$ cat src/rtl/stopwatch_pkg.sv
`default_nettype none
// ============================================================================
// Module  : stopwatch_pkg
// Brief   : Shared state encoding and time-field constants for the stopwatch.
// Revision: 1.0 - initial release
// ============================================================================
package stopwatch_pkg;

    localparam int TIME_W  = 6;
    localparam int SEC_MAX = 59;
    localparam int MIN_MAX = 59;

    typedef enum logic [1:0] {
        ST_IDLE  = 2'b00,
        ST_RUN   = 2'b01,
        ST_PAUSE = 2'b10
    } state_t;

endpackage : stopwatch_pkg
`default_nettype wire

$ cat src/rtl/stopwatch_ctrl_if.sv
`default_nettype none
// ============================================================================
// Module  : stopwatch_ctrl_if
// Brief   : Command, seconds-counter and result signals of the stopwatch block.
// Revision: 1.0 - initial release
// ============================================================================
interface stopwatch_ctrl_if;
    import stopwatch_pkg::*;

    logic              start_stop;
    logic              clear;
    logic              lap;
    logic [TIME_W-1:0] cnt_seconds;
    logic              cnt_rollover;
    logic              cnt_enable;
    logic              cnt_reset;
    logic [TIME_W-1:0] minutes;
    logic              lap_valid;
    logic [TIME_W-1:0] lap_minutes;
    logic [TIME_W-1:0] lap_seconds;
    logic [1:0]        state;

    modport master (
        output start_stop, clear, lap, cnt_seconds, cnt_rollover,
        input  cnt_enable, cnt_reset, minutes, lap_valid, lap_minutes,
               lap_seconds, state
    );

    modport slave (
        input  start_stop, clear, lap, cnt_seconds, cnt_rollover,
        output cnt_enable, cnt_reset, minutes, lap_valid, lap_minutes,
               lap_seconds, state
    );

endinterface : stopwatch_ctrl_if
`default_nettype wire

$ cat src/rtl/stopwatch_ctrl_prescaler.sv
`default_nettype none
// ============================================================================
// Module  : tick_prescaler
// Brief   : Divides clk by TICK_DIV while running; phase held when not running.
// Revision: 1.0 - initial release
// ============================================================================
module tick_prescaler #(
    parameter int TICK_DIV = 100000000
) (
    input  wire  clk,
    input  wire  rst_n,
    input  wire  run,
    input  wire  clr,
    output logic tick
);

    localparam int                c_CNT_W = (TICK_DIV > 2) ? $clog2(TICK_DIV) : 1;
    localparam logic [c_CNT_W-1:0] c_LAST  = c_CNT_W'(TICK_DIV - 1);

    logic [c_CNT_W-1:0] r_count;
    logic               r_tick;

    always_ff @(posedge clk or negedge rst_n) begin
        if (!rst_n) begin
            r_count <= '0;
            r_tick  <= 1'b0;
        end else if (clr) begin
            r_count <= '0;
            r_tick  <= 1'b0;
        end else if (run) begin
            if (r_count == c_LAST) begin
                r_count <= '0;
                r_tick  <= 1'b1;
            end else begin
                r_count <= r_count + 1'b1;
                r_tick  <= 1'b0;
            end
        end else begin
            r_tick <= 1'b0;
        end
    end

    assign tick = r_tick;

endmodule : tick_prescaler
`default_nettype wire

$ cat src/rtl/stopwatch_ctrl.sv
`default_nettype none
// ============================================================================
// Module  : stopwatch_ctrl
// Brief   : Stopwatch control FSM, minutes counter and lap capture.
// Revision: 1.0 - initial release
// ============================================================================
module stopwatch_ctrl
    import stopwatch_pkg::*;
#(
    parameter int TICK_DIV = 100000000
) (
    input  wire              clk,
    input  wire              rst_n,
    stopwatch_ctrl_if.slave  sw
);

    state_t            r_state;
    logic              r_cnt_reset;
    logic [TIME_W-1:0] r_minutes;
    logic              r_lap_valid;
    logic [TIME_W-1:0] r_lap_minutes;
    logic [TIME_W-1:0] r_lap_seconds;
    logic              w_run;
    logic              w_tick;

    assign w_run = (r_state == ST_RUN);

    tick_prescaler #(
        .TICK_DIV (TICK_DIV)
    ) u_prescaler (
        .clk   (clk),
        .rst_n (rst_n),
        .run   (w_run),
        .clr   (sw.clear),
        .tick  (w_tick)
    );

    always_ff @(posedge clk or negedge rst_n) begin
        if (!rst_n) begin
            r_state       <= ST_IDLE;
            r_cnt_reset   <= 1'b0;
            r_minutes     <= '0;
            r_lap_valid   <= 1'b0;
            r_lap_minutes <= '0;
            r_lap_seconds <= '0;
        end else begin
            r_cnt_reset <= sw.clear;
            r_lap_valid <= 1'b0;

            if (sw.clear) begin
                r_state <= ST_IDLE;
            end else begin
                case (r_state)
                    ST_IDLE:  if (sw.start_stop) r_state <= ST_RUN;
                    ST_RUN:   if (sw.start_stop) r_state <= ST_PAUSE;
                    ST_PAUSE: if (sw.start_stop) r_state <= ST_RUN;
                    default:  r_state <= ST_IDLE;
                endcase
            end

            if (sw.clear) begin
                r_minutes <= '0;
            end else if (sw.cnt_rollover) begin
                r_minutes <= (r_minutes == TIME_W'(MIN_MAX)) ? '0 : r_minutes + 1'b1;
            end

            // Capture uses this cycle's minutes, i.e. before any rollover increment.
            if (!sw.clear && sw.lap && (r_state == ST_RUN || r_state == ST_PAUSE)) begin
                r_lap_minutes <= r_minutes;
                r_lap_seconds <= sw.cnt_seconds;
                r_lap_valid   <= 1'b1;
            end
        end
    end

    // A tick landing on the pausing edge is dropped so no enable leaks into PAUSE.
    assign sw.cnt_enable  = w_tick & w_run;
    assign sw.cnt_reset   = r_cnt_reset;
    assign sw.minutes     = r_minutes;
    assign sw.lap_valid   = r_lap_valid;
    assign sw.lap_minutes = r_lap_minutes;
    assign sw.lap_seconds = r_lap_seconds;
    assign sw.state       = r_state;

endmodule : stopwatch_ctrl
`default_nettype wire
$ cat src/flat_wrapper.sv
// flat-port wrapper written by rule: the top's interface ports become plain ports
module stopwatch_ctrl_flat import stopwatch_pkg::*;
#(
    parameter int TICK_DIV = 100000000
)
  (clk, rst_n, sw_start_stop, sw_clear, sw_lap, sw_cnt_seconds, sw_cnt_rollover, sw_cnt_enable, sw_cnt_reset, sw_minutes, sw_lap_valid, sw_lap_minutes, sw_lap_seconds, sw_state);
  stopwatch_ctrl_if sw_i ();
  input  wire clk;
  input  wire rst_n;
  input wire logic [$bits(sw_i.start_stop)-1:0] sw_start_stop;
  input wire logic [$bits(sw_i.clear)-1:0] sw_clear;
  input wire logic [$bits(sw_i.lap)-1:0] sw_lap;
  input wire logic [$bits(sw_i.cnt_seconds)-1:0] sw_cnt_seconds;
  input wire logic [$bits(sw_i.cnt_rollover)-1:0] sw_cnt_rollover;
  output wire logic [$bits(sw_i.cnt_enable)-1:0] sw_cnt_enable;
  output wire logic [$bits(sw_i.cnt_reset)-1:0] sw_cnt_reset;
  output wire logic [$bits(sw_i.minutes)-1:0] sw_minutes;
  output wire logic [$bits(sw_i.lap_valid)-1:0] sw_lap_valid;
  output wire logic [$bits(sw_i.lap_minutes)-1:0] sw_lap_minutes;
  output wire logic [$bits(sw_i.lap_seconds)-1:0] sw_lap_seconds;
  output wire logic [$bits(sw_i.state)-1:0] sw_state;
  assign sw_i.start_stop = sw_start_stop;
  assign sw_i.clear = sw_clear;
  assign sw_i.lap = sw_lap;
  assign sw_i.cnt_seconds = sw_cnt_seconds;
  assign sw_i.cnt_rollover = sw_cnt_rollover;
  assign sw_cnt_enable = sw_i.cnt_enable;
  assign sw_cnt_reset = sw_i.cnt_reset;
  assign sw_minutes = sw_i.minutes;
  assign sw_lap_valid = sw_i.lap_valid;
  assign sw_lap_minutes = sw_i.lap_minutes;
  assign sw_lap_seconds = sw_i.lap_seconds;
  assign sw_state = sw_i.state;
  stopwatch_ctrl #(.TICK_DIV(TICK_DIV)) u_core (.clk(clk), .rst_n(rst_n), .sw(sw_i));
endmodule
$ cat config.mk
export PLATFORM = sky130hd
export DESIGN_NAME = stopwatch_ctrl_flat
export DESIGN_NICKNAME = d
export VERILOG_FILES = /design/src/rtl/stopwatch_pkg.sv /design/src/rtl/stopwatch_ctrl_if.sv /design/src/rtl/stopwatch_ctrl_prescaler.sv /design/src/rtl/stopwatch_ctrl.sv /design/src/flat_wrapper.sv
export SDC_FILE = /design/constraint.sdc
export NUM_CORES = 1
export LEC_CHECK = 0
export BUFFER_PORTS_ARGS = -buffer_cell sky130_fd_sc_hd__buf_2
export CORE_AREA = 2 2 76 78
export DETAILED_ROUTE_END_ITERATION = 10
export DIE_AREA = 0 0 78 80
export PLACE_DENSITY = 0.77
export REMOVE_ABC_BUFFERS = 1
export SKIP_LAST_GASP = 1
export SLEW_MARGIN = 20
export SYNTH_ARGS = -nofsm -noshare
export SYNTH_HDL_FRONTEND = slang
export SYNTH_SLANG_ARGS = --single-unit
$ cat constraint.sdc
create_clock -name clk -period 2.3 [get_ports clk]
set_input_delay 0.46 -clock clk [delete_from_list [all_inputs] [get_ports clk]]
set_output_delay 0.46 -clock clk [all_outputs]
set_load 0.05 [all_outputs]
# Word-level counts from Yosys, hierarchy flattened
# Cells that the tools add are included.
dict set report totals {
  out_inout_bits 23
  word_cells 40
  reg_bits 50
  ramBits 0
  romBits 0
  memories 0
  latch_bits 0
}
dict set report op_classes {
  n_addsub 2
  order_cmp 0
  n_reduce_logical 9
  n_div 0
  n_eq_ne 6
  shift 0
  muxes 14
  bitwise_logic 1
  multipliers 0
}
# operator n
set ops {}
lappend ops {{$mux 27} 3}
lappend ops {{$add 27x1->27 const B} 1}
lappend ops {{$eq 27x27->1 const B} 1}
lappend ops {{$mux 6} 3}
lappend ops {{$add 6x1->6 const B} 1}
lappend ops {{$eq 6x6->1 const B} 1}
lappend ops {{$mux 2} 3}
lappend ops {{$mux 1} 4}
lappend ops {{$pmux 2 s2} 1}
lappend ops {{$reduce_bool 2->1} 2}
lappend ops {{$ne 3x1->1 const B} 1}
lappend ops {{$ne 3x3->1 const B} 1}
lappend ops {{$eq 2x1->1 const B} 1}
lappend ops {{$eq 2x2->1 const B} 1}
lappend ops {{$logic_and 1x1->1} 2}
lappend ops {{$logic_not 2->1} 1}
lappend ops {{$reduce_and 2->1} 1}
lappend ops {{$reduce_or 2->1} 1}
lappend ops {{$and 1x1->1} 1}
lappend ops {{$logic_not 1->1} 1}
lappend ops {{$logic_or 1x1->1} 1}

# Longest topological paths before layout
dict set report depth {
  word_depth 4
  ltp_mapped 8
  depth_no_buf 7
}

# By module
# From an unflattened synthesis, not the netlist that was laid out.
dict set report unflattened {
  cells_unflattened 242
  area_unflattened_um2 2528.7
}
# mod cells_each seq_area_each_um2 n_inst area_each_um2
set by_module_without_submodules {}
lappend by_module_without_submodules {tick_prescaler 163 700.7 1 1542.7}
lappend by_module_without_submodules {stopwatch_ctrl 79 550.5 1 985.9}

# Worst setup path after synthesis
# OpenSTA, ideal clock, no wires.
dict set report synth_timing {
  path_type {register to output}
  start {register u_core.r_state[1], in the netlist u_core.sw.state[1]}
  end {output sw_cnt_enable}
  t_arrival_ns 2.122
  stages_incl_launch_ff 7
  path_slack_ns -0.282
  required_time_ns 1.840
  cell_sequence {dfrtp_1 inv_1 ha_1 clkbuf_1 clkbuf_1 buf_1 and2_1}
}
dict set report synth_between {
  elab_chain_cells 2
}
# item line
set synth_rtl {}
lappend synth_rtl {{start, declared} stopwatch_ctrl.sv:17} ;# state_t r_state;
lappend synth_rtl {{start signal, assigned} stopwatch_ctrl.sv:40} ;# r_state <= ST_IDLE;
lappend synth_rtl {{start signal, assigned} stopwatch_ctrl.sv:51} ;# r_state <= ST_IDLE;
lappend synth_rtl {{start signal, assigned} stopwatch_ctrl.sv:54} ;# ST_IDLE: if (sw.start_stop) r_state <= ST_RUN;
lappend synth_rtl {{$eq 2x1->1} stopwatch_ctrl.sv:26} ;# assign w_run = (r_state == ST_RUN);
lappend synth_rtl {{$and 1x1->1} stopwatch_ctrl.sv:77} ;# assign sw.cnt_enable = w_tick & w_run;
lappend synth_rtl {{end, declared} flat_wrapper.sv:15} ;# output wire logic [$bits(sw_i.cnt_enable)-1:0] sw_cnt_enable;
# No other way between the ends.

# Worst setup path in the final report
# Same ends and word-level chain as after synthesis.

==> summary.txt <==
post-DP HPWL - 3928 µm
number of buffers on the longest clock path - 2
minimum clock period after layout - 2.155 ns
antenna-violating nets left - 0
ports placed on the boundary - 35
post-layout net count - 337
final antenna diode count - 0
wire length of the first global-routing pass - 9673 µm
Hold-fix buffers, CTS - 0
arrival time at the worst endpoint - 1.69 ns
drt first-iter violations - 125
Worst R2R Start - u_core.u_prescaler.r_count[0]
die height - 80 µm
basic-gate share of the synthesized area counting and, or, nand and nor cells - 29.39%
maximum number of pins on one net before global-route repair - 51
nature of the critical path endpoint - output port
count of unique library cells instantiated by Yosys - 47
worst slack at placement - 0.1608 ns
leading cell types in the layout, fill and taps excluded - 58 x sky130_fd_sc_hd__nand2_1, 50 x sky130_fd_sc_hd__dfrtp_1, 34 x sky130_fd_sc_hd__buf_2, 32 x sky130_fd_sc_hd__nor2_1, 12 x sky130_fd_sc_hd__nand3_1
post-route clock skew - 0.007741 ns
number of flops mapped to enable cells by yosys - 0
WL per Instance - 14.38 µm
CTS tree - done
areal power density over the cells - 636.8 nW/µm²
leakage power summed over all cells - 1.461 nW
total wire length - 5621 µm
actual slew at the worst max-slew pin - 0.6248 ns
DRC violations left - 0
xor and xnor fraction of the mapped netlist area - 4.371%
fraction of the mapped netlist area in adder cells - 2.882%
Post-CTS Repair Setup Buffers - 0
classification of the worst setup path - flop to output port
setup repair after global routing missed its margin - no
proportion of synthesized chip area in sequential cells - 48.03%
status - completed
detailed-router iteration count before antenna repair - 4
Placer Congestion - 0.8849
share of cells above drive strength 1 - 17.87%
period utilization - 93.69%
Syn-to-layout area delta - 13.40%
via count normalized by instance count - 5.581
total of warnings raised by yosys - 0
floorplan die width - 78 µm
headroom to the max-slew limit - 58.35%
hold violation total from the final report - 0
mux cell area share after synthesis - 0.7685%
final setup slack of the worst path - 0.1452 ns
Global Route Usage Sum - 19.35%
initial antenna violation count - 0
core region area - 5405 µm²
start point of the critical path - u_core.sw.state[1]
compound-cell area share of the yosys netlist - 10.85%
hold crit path type - input port to async pin
Most used DFF post-synth - sky130_fd_sc_hd__dfrtp_1
largest driver fanout on the critical path - 24
full die area - 6240 µm²
total count of max-transition violations in the final report - 0
number of setup violations in the final report - 0
standard-cell rows - 27
CTS root buffer - sky130_fd_sc_hd__clkbuf_8
cell count after synthesis - 283
required time of the worst setup path - 1.84 ns
Fmax - 0.4641 GHz
vias in the first global route - 2118
number of clock buffers inserted by TritonCTS - 5
total number of clock tree sinks - 50
worst voltage drop across the vdd grid - 659.6 µV
worst-skew pair later-pin latency - 0.29 ns
combinational family with the most area after synthesis - simple AND/OR/NAND/NOR gates
Mapped Area - 2605 µm²
syn avg cell area - 9.205 µm²
summed area of non-filler cells in the final layout - 2954 µm²
post-synthesis sequential element count - 50
starting density of the core - 48.19%
placed inst area - 2867 µm²
async set-or-reset flop fraction in the synthesized netlist - 100.0%
max-cap viol count - 0
Clk pin slew, worst setup/hold paths - 0.09 ns
type of origin of the critical path - flop
commonest non-fill, non-tap cell in the layout - sky130_fd_sc_hd__nand2_1
count of buffers from port buffering - 34
grt ovf - 0
total number of vias - 2182
H-tree level count - 2
==> synth_stat cells (2+ instances only) <==
library cell	number	area, µm²
sky130_fd_sc_hd__and4_1	2	17.52
sky130_fd_sc_hd__buf_2	2	10.01
sky130_fd_sc_hd__clkbuf_1	8	30.03
sky130_fd_sc_hd__nand3_1	12	60.06
sky130_fd_sc_hd__a21oi_1	8	40.04
sky130_fd_sc_hd__or4_1	3	22.52
sky130_fd_sc_hd__xnor2_1	5	43.79
sky130_fd_sc_hd__xor2_1	8	70.07
sky130_fd_sc_hd__o2111ai_1	2	17.52
sky130_fd_sc_hd__nor4_4	2	42.54
sky130_fd_sc_hd__and3_1	5	31.28
sky130_fd_sc_hd__nand2_1	58	217.7
sky130_fd_sc_hd__a32oi_1	2	17.52
sky130_fd_sc_hd__and2_1	3	18.77
sky130_fd_sc_hd__o21ai_0	10	50.05
sky130_fd_sc_hd__nor3_1	4	20.02
sky130_fd_sc_hd__mux2i_1	2	20.02
sky130_fd_sc_hd__or3_1	5	31.28
sky130_fd_sc_hd__nand4_4	2	42.54
sky130_fd_sc_hd__inv_1	9	33.78
sky130_fd_sc_hd__dfrtp_1	50	1251
sky130_fd_sc_hd__nor2_1	32	120.1
sky130_fd_sc_hd__buf_1	2	7.510
sky130_fd_sc_hd__ha_1	6	75.07
sky130_fd_sc_hd__a31oi_1	4	25.02
sky130_fd_sc_hd__nand4_1	8	50.05
sky130_fd_sc_hd__a311oi_1	6	52.55
sky130_fd_sc_hd__a41o_1	2	20.02
sky130_fd_sc_hd__nor4_1	3	18.77
==> what timing repair did <==
action                                  CTS  global route
resized for setup                         0             1
endpoints found under the hold margin     0             0
endpoints found under the setup margin    0             7
==> per-stage QoR <==
stage | setup TNS [ns] | total power, W | util (%) | hold slack, ns | cells
floorplan | -0.3631 | 0.001279 | - | 0.1644 | 270
global placement | 0 | 0.001406 | 53.03 | 0.4556 | 384
detailed placement | 0 | 0.001417 | 53.03 | 0.4579 | 384
CTS | 0 | 0.001899 | 54.51 | 0.2870 | 391
global route | 0 | 0.001970 | 54.65 | 0.3169 | 391
finish | 0 | 0.001881 | 54.65 | 0.2535 | 391
==> path summary, 6_finish.rpt <==
kind                                                   to  slack [ns]  cells after the start
hold / removal             u_core.u_prescaler.r_count[21]        0.25                      2
hold reg to reg                  u_core.sw.lap_seconds[1]        0.48                      2
setup reg to reg            u_core.u_prescaler.r_count[5]        0.20                      6
max in group asynchronous        u_core.sw.lap_minutes[5]        1.62                      2
setup / recovery                            sw_cnt_enable        0.15                      5
min in group clk                 u_core.sw.lap_seconds[3]        0.35                      3
==> routing by layer <==
metal  global-route usage, %  vias up  share of wire, %
li1                        -     1065                 -
met1                   24.58     1057                46
met2                   32.41       51                48
met3                   4.638        9               4.9
met4                   6.667        0               1.5
met5                       0        -                 0
==> area by class of cell <==
| type | instances | area (µm²) |
|---|---|---|
| tap | 72 | 90.09 |
| sequential | 50 | 1251 |
| fill | 488 | 2451 |
| inverter | 10 | 37.54 |
| timing repair buffer | 42 | 230.2 |
| clock buffer | 6 | 72.57 |
| multi-input combinational | 210 | 1265 |
| clock inverter | 1 | 7.507 |
==> flip-flops by register name, indices dropped and copies added, names as in the netlist <==
register	count
u_core.sw.lap_minutes	6
u_core.sw.lap_valid	1
u_core.sw.lap_seconds	6
u_core.sw.state	2
u_core.u_prescaler.r_count	27
u_core.sw.minutes	6
u_core.sw.cnt_reset	1
u_core.u_prescaler.tick	1
==> cells by family after synthesis <==
| logic type | count (synthesis) |
|---|---|
| and+or+nand+nor | 148 |
| AOI/OAI and AO/OA | 41 |
| DFF | 50 |
| adders and majority gates | 6 |
| xor gates and xnor gates | 13 |
| buffers and inverters | 23 |
| muxes | 2 |
==> worst max-delay path, stage by stage, from the launching register on <==
cell and delay, ns:
sky130_fd_sc_hd__dfrtp_1 0.42, sky130_fd_sc_hd__inv_1 0.13, sky130_fd_sc_hd__ha_1 0.18, sky130_fd_sc_hd__buf_4 0.26, sky130_fd_sc_hd__and2_1 0.16, sky130_fd_sc_hd__buf_2 0.25
==> power breakdown <==
group,switching (W),internal [W],leakage (nW),total (W)
logic,0.000332,0.0000931,0.741,0.000425
registers,0.0000365,0.000937,0.683,0.000973
clock network,0.000274,0.000209,0.0373,0.000483
total,0.000642,0.00124,1.46,0.00188
Power figures use the tool's default switching activity.
